==> config.mk <==
export PLATFORM = sky130hd
export DESIGN_NAME = uart_tx_ascii
export DESIGN_NICKNAME = d
export VERILOG_FILES = /design/src/rtl/uart_tx_ascii.sv
export SDC_FILE = /design/constraint.sdc
export NUM_CORES = 1
export LEC_CHECK = 0
export ABC_AREA = 0
export CORE_ASPECT_RATIO = 1.1
export CORE_MARGIN = 3
export CORE_UTILIZATION = 60
export CTS_CLUSTER_DIAMETER = 120
export DETAILED_ROUTE_END_ITERATION = 12
export GPL_ROUTABILITY_DRIVEN = 0
export GPL_TIMING_DRIVEN = 1
export PLACE_DENSITY = 0.81
export SYNTH_ARGS = -nofsm -noshare
export SYNTH_HDL_FRONTEND = slang
export SYNTH_SLANG_ARGS = --single-unit
==> constraint.sdc <==
create_clock -name clk -period 5.7 [get_ports clk]
set_clock_uncertainty 0.05 [all_clocks]
set_input_delay 0.57 -clock clk [delete_from_list [all_inputs] [get_ports clk]]
set_output_delay 0.57 -clock clk [all_outputs]
set_load 0.05 [all_outputs]
==> src/rtl/uart_tx_ascii.sv <==
`default_nettype none
// ============================================================================
// Module      : uart_tx_ascii
// Description : 8-bit characters arrive over valid/ready into a small FIFO and
//               leave as UART 8N1 frames on a single idle-high serial pin.
// Revision    : 1.0 - initial release
// ============================================================================
module uart_tx_ascii #(
  parameter int CLKS_PER_BIT = 16,
  parameter int FIFO_DEPTH   = 4
) (
  input  logic                          clk,
  input  logic                          reset,
  input  logic [7:0]                    in_data,
  input  logic                          in_valid,
  output logic                          in_ready,
  output logic                          tx,
  output logic                          busy,
  output logic [$clog2(FIFO_DEPTH):0]   fifo_count
);

  localparam int PTR_W  = $clog2(FIFO_DEPTH);
  localparam int CNT_W  = PTR_W + 1;
  localparam int BAUD_W = $clog2(CLKS_PER_BIT);

  typedef enum logic [1:0] {
    S_IDLE  = 2'd0,
    S_START = 2'd1,
    S_DATA  = 2'd2,
    S_STOP  = 2'd3
  } state_e;

  state_e              state_q;
  logic [7:0]          mem_q [FIFO_DEPTH];
  logic [PTR_W-1:0]    wr_ptr_q, wr_ptr_d;
  logic [PTR_W-1:0]    rd_ptr_q, rd_ptr_d;
  logic [CNT_W-1:0]    count_q, count_d;
  logic [BAUD_W-1:0]   baud_q;
  logic [2:0]          bit_q;
  logic [7:0]          shift_q;
  logic                tx_q;

  logic                fifo_empty;
  logic                push;
  logic                pop;
  logic                baud_last;

  assign fifo_empty = (count_q == '0);
  assign in_ready   = (count_q != CNT_W'(FIFO_DEPTH));
  assign push       = in_valid & in_ready;
  assign baud_last  = (baud_q == BAUD_W'(CLKS_PER_BIT - 1));
  // A pop happens from IDLE, or on the last STOP cycle so frames run gap-free.
  assign pop        = !fifo_empty &&
                      ((state_q == S_IDLE) || (state_q == S_STOP && baud_last));

  always_comb begin
    wr_ptr_d = wr_ptr_q;
    rd_ptr_d = rd_ptr_q;
    count_d  = count_q;
    if (push) wr_ptr_d = wr_ptr_q + PTR_W'(1);
    if (pop)  rd_ptr_d = rd_ptr_q + PTR_W'(1);
    case ({push, pop})
      2'b10:   count_d = count_q + CNT_W'(1);
      2'b01:   count_d = count_q - CNT_W'(1);
      default: count_d = count_q;
    endcase
  end

  always_ff @(posedge clk) begin
    if (push && !reset) mem_q[wr_ptr_q] <= in_data;
  end

  always_ff @(posedge clk or posedge reset) begin
    if (reset) begin
      wr_ptr_q <= '0;
      rd_ptr_q <= '0;
      count_q  <= '0;
    end else begin
      wr_ptr_q <= wr_ptr_d;
      rd_ptr_q <= rd_ptr_d;
      count_q  <= count_d;
    end
  end

  always_ff @(posedge clk or posedge reset) begin
    if (reset) begin
      state_q <= S_IDLE;
      baud_q  <= '0;
      bit_q   <= '0;
      shift_q <= '0;
      tx_q    <= 1'b1;
    end else begin
      case (state_q)
        S_IDLE: begin
          baud_q <= '0;
          tx_q   <= 1'b1;
          if (pop) begin
            shift_q <= mem_q[rd_ptr_q];
            state_q <= S_START;
            tx_q    <= 1'b0;
          end
        end
        S_START: begin
          if (baud_last) begin
            baud_q  <= '0;
            bit_q   <= '0;
            state_q <= S_DATA;
            tx_q    <= shift_q[0];
          end else begin
            baud_q <= baud_q + BAUD_W'(1);
          end
        end
        S_DATA: begin
          if (baud_last) begin
            baud_q <= '0;
            if (bit_q == 3'd7) begin
              state_q <= S_STOP;
              tx_q    <= 1'b1;
            end else begin
              bit_q   <= bit_q + 3'd1;
              shift_q <= {1'b0, shift_q[7:1]};
              tx_q    <= shift_q[1];
            end
          end else begin
            baud_q <= baud_q + BAUD_W'(1);
          end
        end
        S_STOP: begin
          if (baud_last) begin
            baud_q <= '0;
            if (pop) begin
              shift_q <= mem_q[rd_ptr_q];
              state_q <= S_START;
              tx_q    <= 1'b0;
            end else begin
              state_q <= S_IDLE;
              tx_q    <= 1'b1;
            end
          end else begin
            baud_q <= baud_q + BAUD_W'(1);
          end
        end
        default: begin
          state_q <= S_IDLE;
          baud_q  <= '0;
          tx_q    <= 1'b1;
        end
      endcase
    end
  end

  assign tx         = tx_q;
  assign busy       = (state_q != S_IDLE) || !fifo_empty;
  assign fifo_count = count_q;

endmodule
`default_nettype wire

# Word-level counts from Yosys, hierarchy flattened
# Memories as Yosys holds them, arrays and structs flattened.
# Index checks and enable logic that the tools add are counted.
# totals
mem_bits_ro	0
word_cells	75
output_inout_bits	6
latchBits	0
in_bits	11
memories	1
register_bits	25
ramBits	32
# classes
n_eq_ne	14
order_cmp	0
n_bitwise	1
n_mul	0
reduce_logical	18
mux	27
n_shift	0
add_sub_neg	6
div_mod_pow	0
# memory_table
name	depth	word_bits	read_ports	rd_ports_with_merged_regs	write_ports	line	rtl
mem_q	4	8	1	0	1	34	logic [7:0] mem_q [FIFO_DEPTH];
# ops
op	count
$mux W8	4
$pmux W8 S3	1
$ne A2 B2 Y1 const B	6
$pmux W3 S2	2
$mux W2	5
$mux W3	3
$mux W1	8
$pmux W2 S4	1
$pmux W4 S2	1
$reduce_and A4 Y1	2
$add A3 B1 Y3 const B	2
$eq A2 B2 Y1 const B	3
$reduce_bool A2 Y1	3
$reduce_and A5 Y1	1
$add A2 B1 Y2 const B	2
$add A4 B1 Y4 const B	1
$eq A2 B1 Y1 const B	2
$eq A4 B4 Y1 const B	1
$mux W4	1
$pmux W1 S4	1
$eq A3 B3 Y1 const B	1
$logic_and A1 B1 Y1	3
$logic_not A3 Y1	1
$ne A3 B3 Y1 const B	1
8 further kinds	10

# Depth between registers and ports, before layout
# depth
word_depth	7
ltp_mapped	10
depth_no_buf	10

# Least setup slack after synthesis
# No wires, ideal clock.
# synth_timing
path_type	flip-flop to flip-flop
start	register count_q[2], in the netlist fifo_count[2]
end	register count_q[2], in the netlist fifo_count[2]
required_time_ns	5.568
period_less_slack_ns	2.661
slack_ns	3.039
stages_incl_launch_ff	9
arrival_ns	2.528
n_path_buf	0
setup_time_ns	0.082
cell_sequence	dfrtp_1 or3b_2 nand2_1 ha_1 inv_1 fa_1 xor2_1 nor2_1 xor2_1
# synth_via
elab_cells_between_ends	11
classes_between	add/sub (2); eq/ne (3); mux (1); bitwise (1); reduce/logical (4)
# synth_rtl
element	line	rtl
from (decl)	37	logic [CNT_W-1:0] count_q, count_d;
from (signal assigned)	81	count_q <= count_d;
$ne A3 B3 Y1 (*)	49	assign in_ready = (count_q != CNT_W'(FIFO_DEPTH));
via in_ready	16	output logic in_ready,
$and A1 B1 Y1 (*)	50	assign push = in_valid & in_ready;
$eq A2 B1 Y1 or $eq A2 B2 Y1 (tied branches)	62	case ({push, pop})
$pmux W3 S2 or $reduce_bool A2 Y1 (tied branches)	--	
# Mark *: on every way through the listed nets, which the timed path passes. The rest lies on a longest branch.
# A chain may end at the register's enable or synchronous reset.

# Worst setup path after layout
# layout_timing
start	register state_q[0]
end	output busy
# layout_via
elab_chain_cells	2
# layout_lines
element	line	rtl
from (decl)	33	state_e state_q;
from (signal assigned)	87	state_q <= S_IDLE;
from (signal assigned)	99	state_q <= S_START;
from (signal assigned)	107	state_q <= S_DATA;
$reduce_bool A2 Y1	153	assign busy = (state_q != S_IDLE) || !fifo_empty;
$logic_or A1 B1 Y1	153	
to (decl)	18	output logic busy,
# No other way between the ends.

==> metrics.yaml <==
job:
  cap_viol_max_count: 0
route:
  drc: 0
  drt_wl_total_um: 4570
  drt.antenna.violating_nets: 0
  vias: 1455
  drt-vias-per-instance: 5.82
  wire_per_inst_um: 18.3
  drt_iter0_markers: 122
  firstDrtPassIters: 4
critical_path:
  worst_setup_path_start_kind: "register"
  cp-end-kind: "primary output"
  cp.arrival_ps: 2280
  worst-setup-path-type: "reg -> out"
  required_ps: 5080
  critical_path_peak_fanout: 6
logic_synthesis:
  syn_nets: 198
  avgSynthCellArea_um2: 15.1
  yosysUniqueCellTypes: 37
  seq_area_frac_synth_pct: 60.8
  ys_ff_latch: 57
  syn_inst: 173
  yosysWarnings: 0
  syn_area_mm2: 0.00261
power_and_ir_drop:
  power.density_mw_per_mm2: 360
  switchingPower_mw: 0.323
  peakVddDrop_uv: 309
  clock_power_share_pct: 34.8
  internal-power_mw: 0.759
  p_leak_nw: 1.17
  p_seq_share_pct: 47.8
  switching_share_pct: 29.9
  p_comb_share_pct: 17.4
floorplan:
  rows: 24
  die_area_mm2: 0.00518
  boundaryPins: 17
  core_mm2: 0.00408
  start_util_pct: 63.9
  die_h_um: 75.2
  fp.dieW_um: 68.9
cts:
  cts_resized: 0
  cts_buffer_depth: 2
  clk_pin_slew_ps: 70
  htreeDepth: 3
  cts_buffers: 9
  cts-root-buf: "clkbuf_8"
  ctsHoldBuffers: 0
  postCtsSetupBuffers: 0
  clk_latency_ps: 330
  cts_sinks: 57
  cts_tree: "built"
global_route:
  grt-ovfl-total: 0
  met1_usage_pct: 25.9
  grt_pass1_wl_um: 7530
  grt_pass1_vias: 1566
  use_met3_pct: 4.33
  grtUsageTotal_pct: 21.1
  use_met2_pct: 34.9
  grt_max_degree: 26
  top_usage_layer: "met2"
  antenna_found_initial: 0
layout:
  multi_input_area_um2: 960
  regArea_mm2: 0.00159
  diodes: 0
  instances_no_fill: 250
  nFillCells: 260
  drive_above_1_share_pct: 22.2
  layout_common_cells: "edfxtp_1 (32), dfrtp_1 (24), clkdlybuf4s50_1 (16)"
  area_growth_pct: 15.2
  layout_commonest_cell: "edfxtp_1"
  nNetsFinal: 218
timing:
  rsz0062_at_grt: "no"
  fmax_mhz: 344
  report.final.setup_viol: 0
  finalCritPeriodShare_pct: 51.0
  maxSlewHeadroom_pct: 35.2
  finalHoldViolCount: 0
  tns_ps: 0
  drv_slew: 0
  worst_pin_slew_ps: 971
  period_needed_ps: 2900
worst_hold_path:
  hold_class: "reg -> reg"
place:
  dp.cells: 234
  port_buffers: 16
  dp_hpwl_um: 3140
run_status:
  outcome: "finished, final reports clean"
[power groups by stage]
stage,Combinational (mW),Sequential (mW),Clock (mW)
floorplan,0.0876,0.553,0
global placement,0.176,0.519,0
detailed placement,0.192,0.526,0
CTS,0.193,0.518,0.382
global route,0.206,0.522,0.405
finish,0.189,0.518,0.376
[per-layer routing]
layer / part of all wire [%] / wire length (µm)
met4: 2.1 / 98
met5: 0 / 0
met2: 54 / 2450
met3: 2.7 / 124
met1: 41 / 1900
[final timing paths]
check                           startpoint          end  slack (ps)  cells after the start
max in group asynchronous            reset     bit_q[1]        4240                      2
min in group asynchronous            reset  wr_ptr_q[1]         760                      2
worst min-delay path            shift_q[7]   shift_q[7]         450                      1
worst min register to register  shift_q[7]   shift_q[7]         450                      1
worst max register to register  state_q[0]   shift_q[1]        3000                      5
worst max-delay path            state_q[0]         busy        2800                      5
[stage by stage]
| stage | worst slack, ps | instance area (µm²) | util [%] | power, mW | hold WS (ps) |
|---|---|---|---|---|---|
| floorplan | 3040 | 2610 | - | 0.641 | 402 |
| global placement | 3160 | 2810 | 68.7 | 0.695 | 416 |
| detailed placement | 3060 | 2810 | 68.7 | 0.717 | 438 |
| CTS | 2810 | 3010 | 73.7 | 1.09 | 453 |
| global route | 2720 | 3010 | 73.7 | 1.13 | 463 |
| finish | 2800 | 3010 | 73.7 | 1.08 | 446 |
[cell type report]
type / count / area share, %
Multi-Input combinational cell: 100 / 31.9
Tap cell: 52 / 2.16
Timing Repair Buffer: 16 / 5.32
Clock buffer: 9 / 4.12
Clock inverter: 7 / 2.62
Inverter: 9 / 1.12
Sequential cell: 57 / 52.8
[registers in the layout (all words and copies together), names as in the netlist]
register and cells:
mem_q 32, shift_q 8, baud_q 4, bit_q 3
fifo_count 3, rd_ptr_q 2, state_q 2, wr_ptr_q 2
tx 1
[cell usage after synthesis]
library cell / number / area, µm²
a311oi_1: 1 / 8.76
o31a_1: 1 / 8.76
o21ai_0: 7 / 35.0
o22a_1: 1 / 8.76
and3_1: 1 / 6.26
mux2_1: 1 / 11.3
or3b_2: 1 / 8.76
a21o_1: 2 / 15.0
xor2_1: 3 / 26.3
nor3_1: 4 / 20.0
a221oi_4: 1 / 26.3
inv_1: 9 / 33.8
dfstp_2: 1 / 26.3
and2_1: 4 / 25.0
nor2b_1: 2 / 12.5
mux2i_1: 1 / 10.0
mux4_2: 8 / 180
a41oi_1: 1 / 8.76
a22o_1: 4 / 35.0
edfxtp_1: 32 / 961
clkbuf_1: 4 / 15.0
mux2_2: 15 / 169
a221oi_1: 1 / 8.76
buf_2: 3 / 15.0
a31oi_1: 3 / 18.8
nand2_1: 8 / 30.0
nor2_1: 6 / 22.5
ha_1: 13 / 163
nand3_1: 1 / 5.00
nor4b_1: 1 / 8.76
fa_1: 1 / 20.0
xnor2_1: 4 / 35.0
nand4_1: 1 / 6.26
or4b_4: 1 / 13.8
or3_1: 1 / 6.26
dfrtp_1: 24 / 601
or2_2: 1 / 6.26
[critical path, cell delays in order, from the launching register on]
cell	delay, ps
dfrtp_1	450
inv_1	130
ha_1	210
nor4b_1	350
inv_1	100
clkdlybuf4s50_1	720
[kinds of logic after synthesis]
kind of cell | after synthesis | synth area share, %
adders and majority gates | 14 | 7.00
muxes | 25 | 14.2
and+or+nand+nor | 32 | 6.56
DFF | 57 | 60.8
buffers and inverters | 16 | 2.44
AOI/OAI and AO/OA | 22 | 6.66
xor gates and xnor gates | 7 | 2.35
Power figures use the tool's default switching activity.
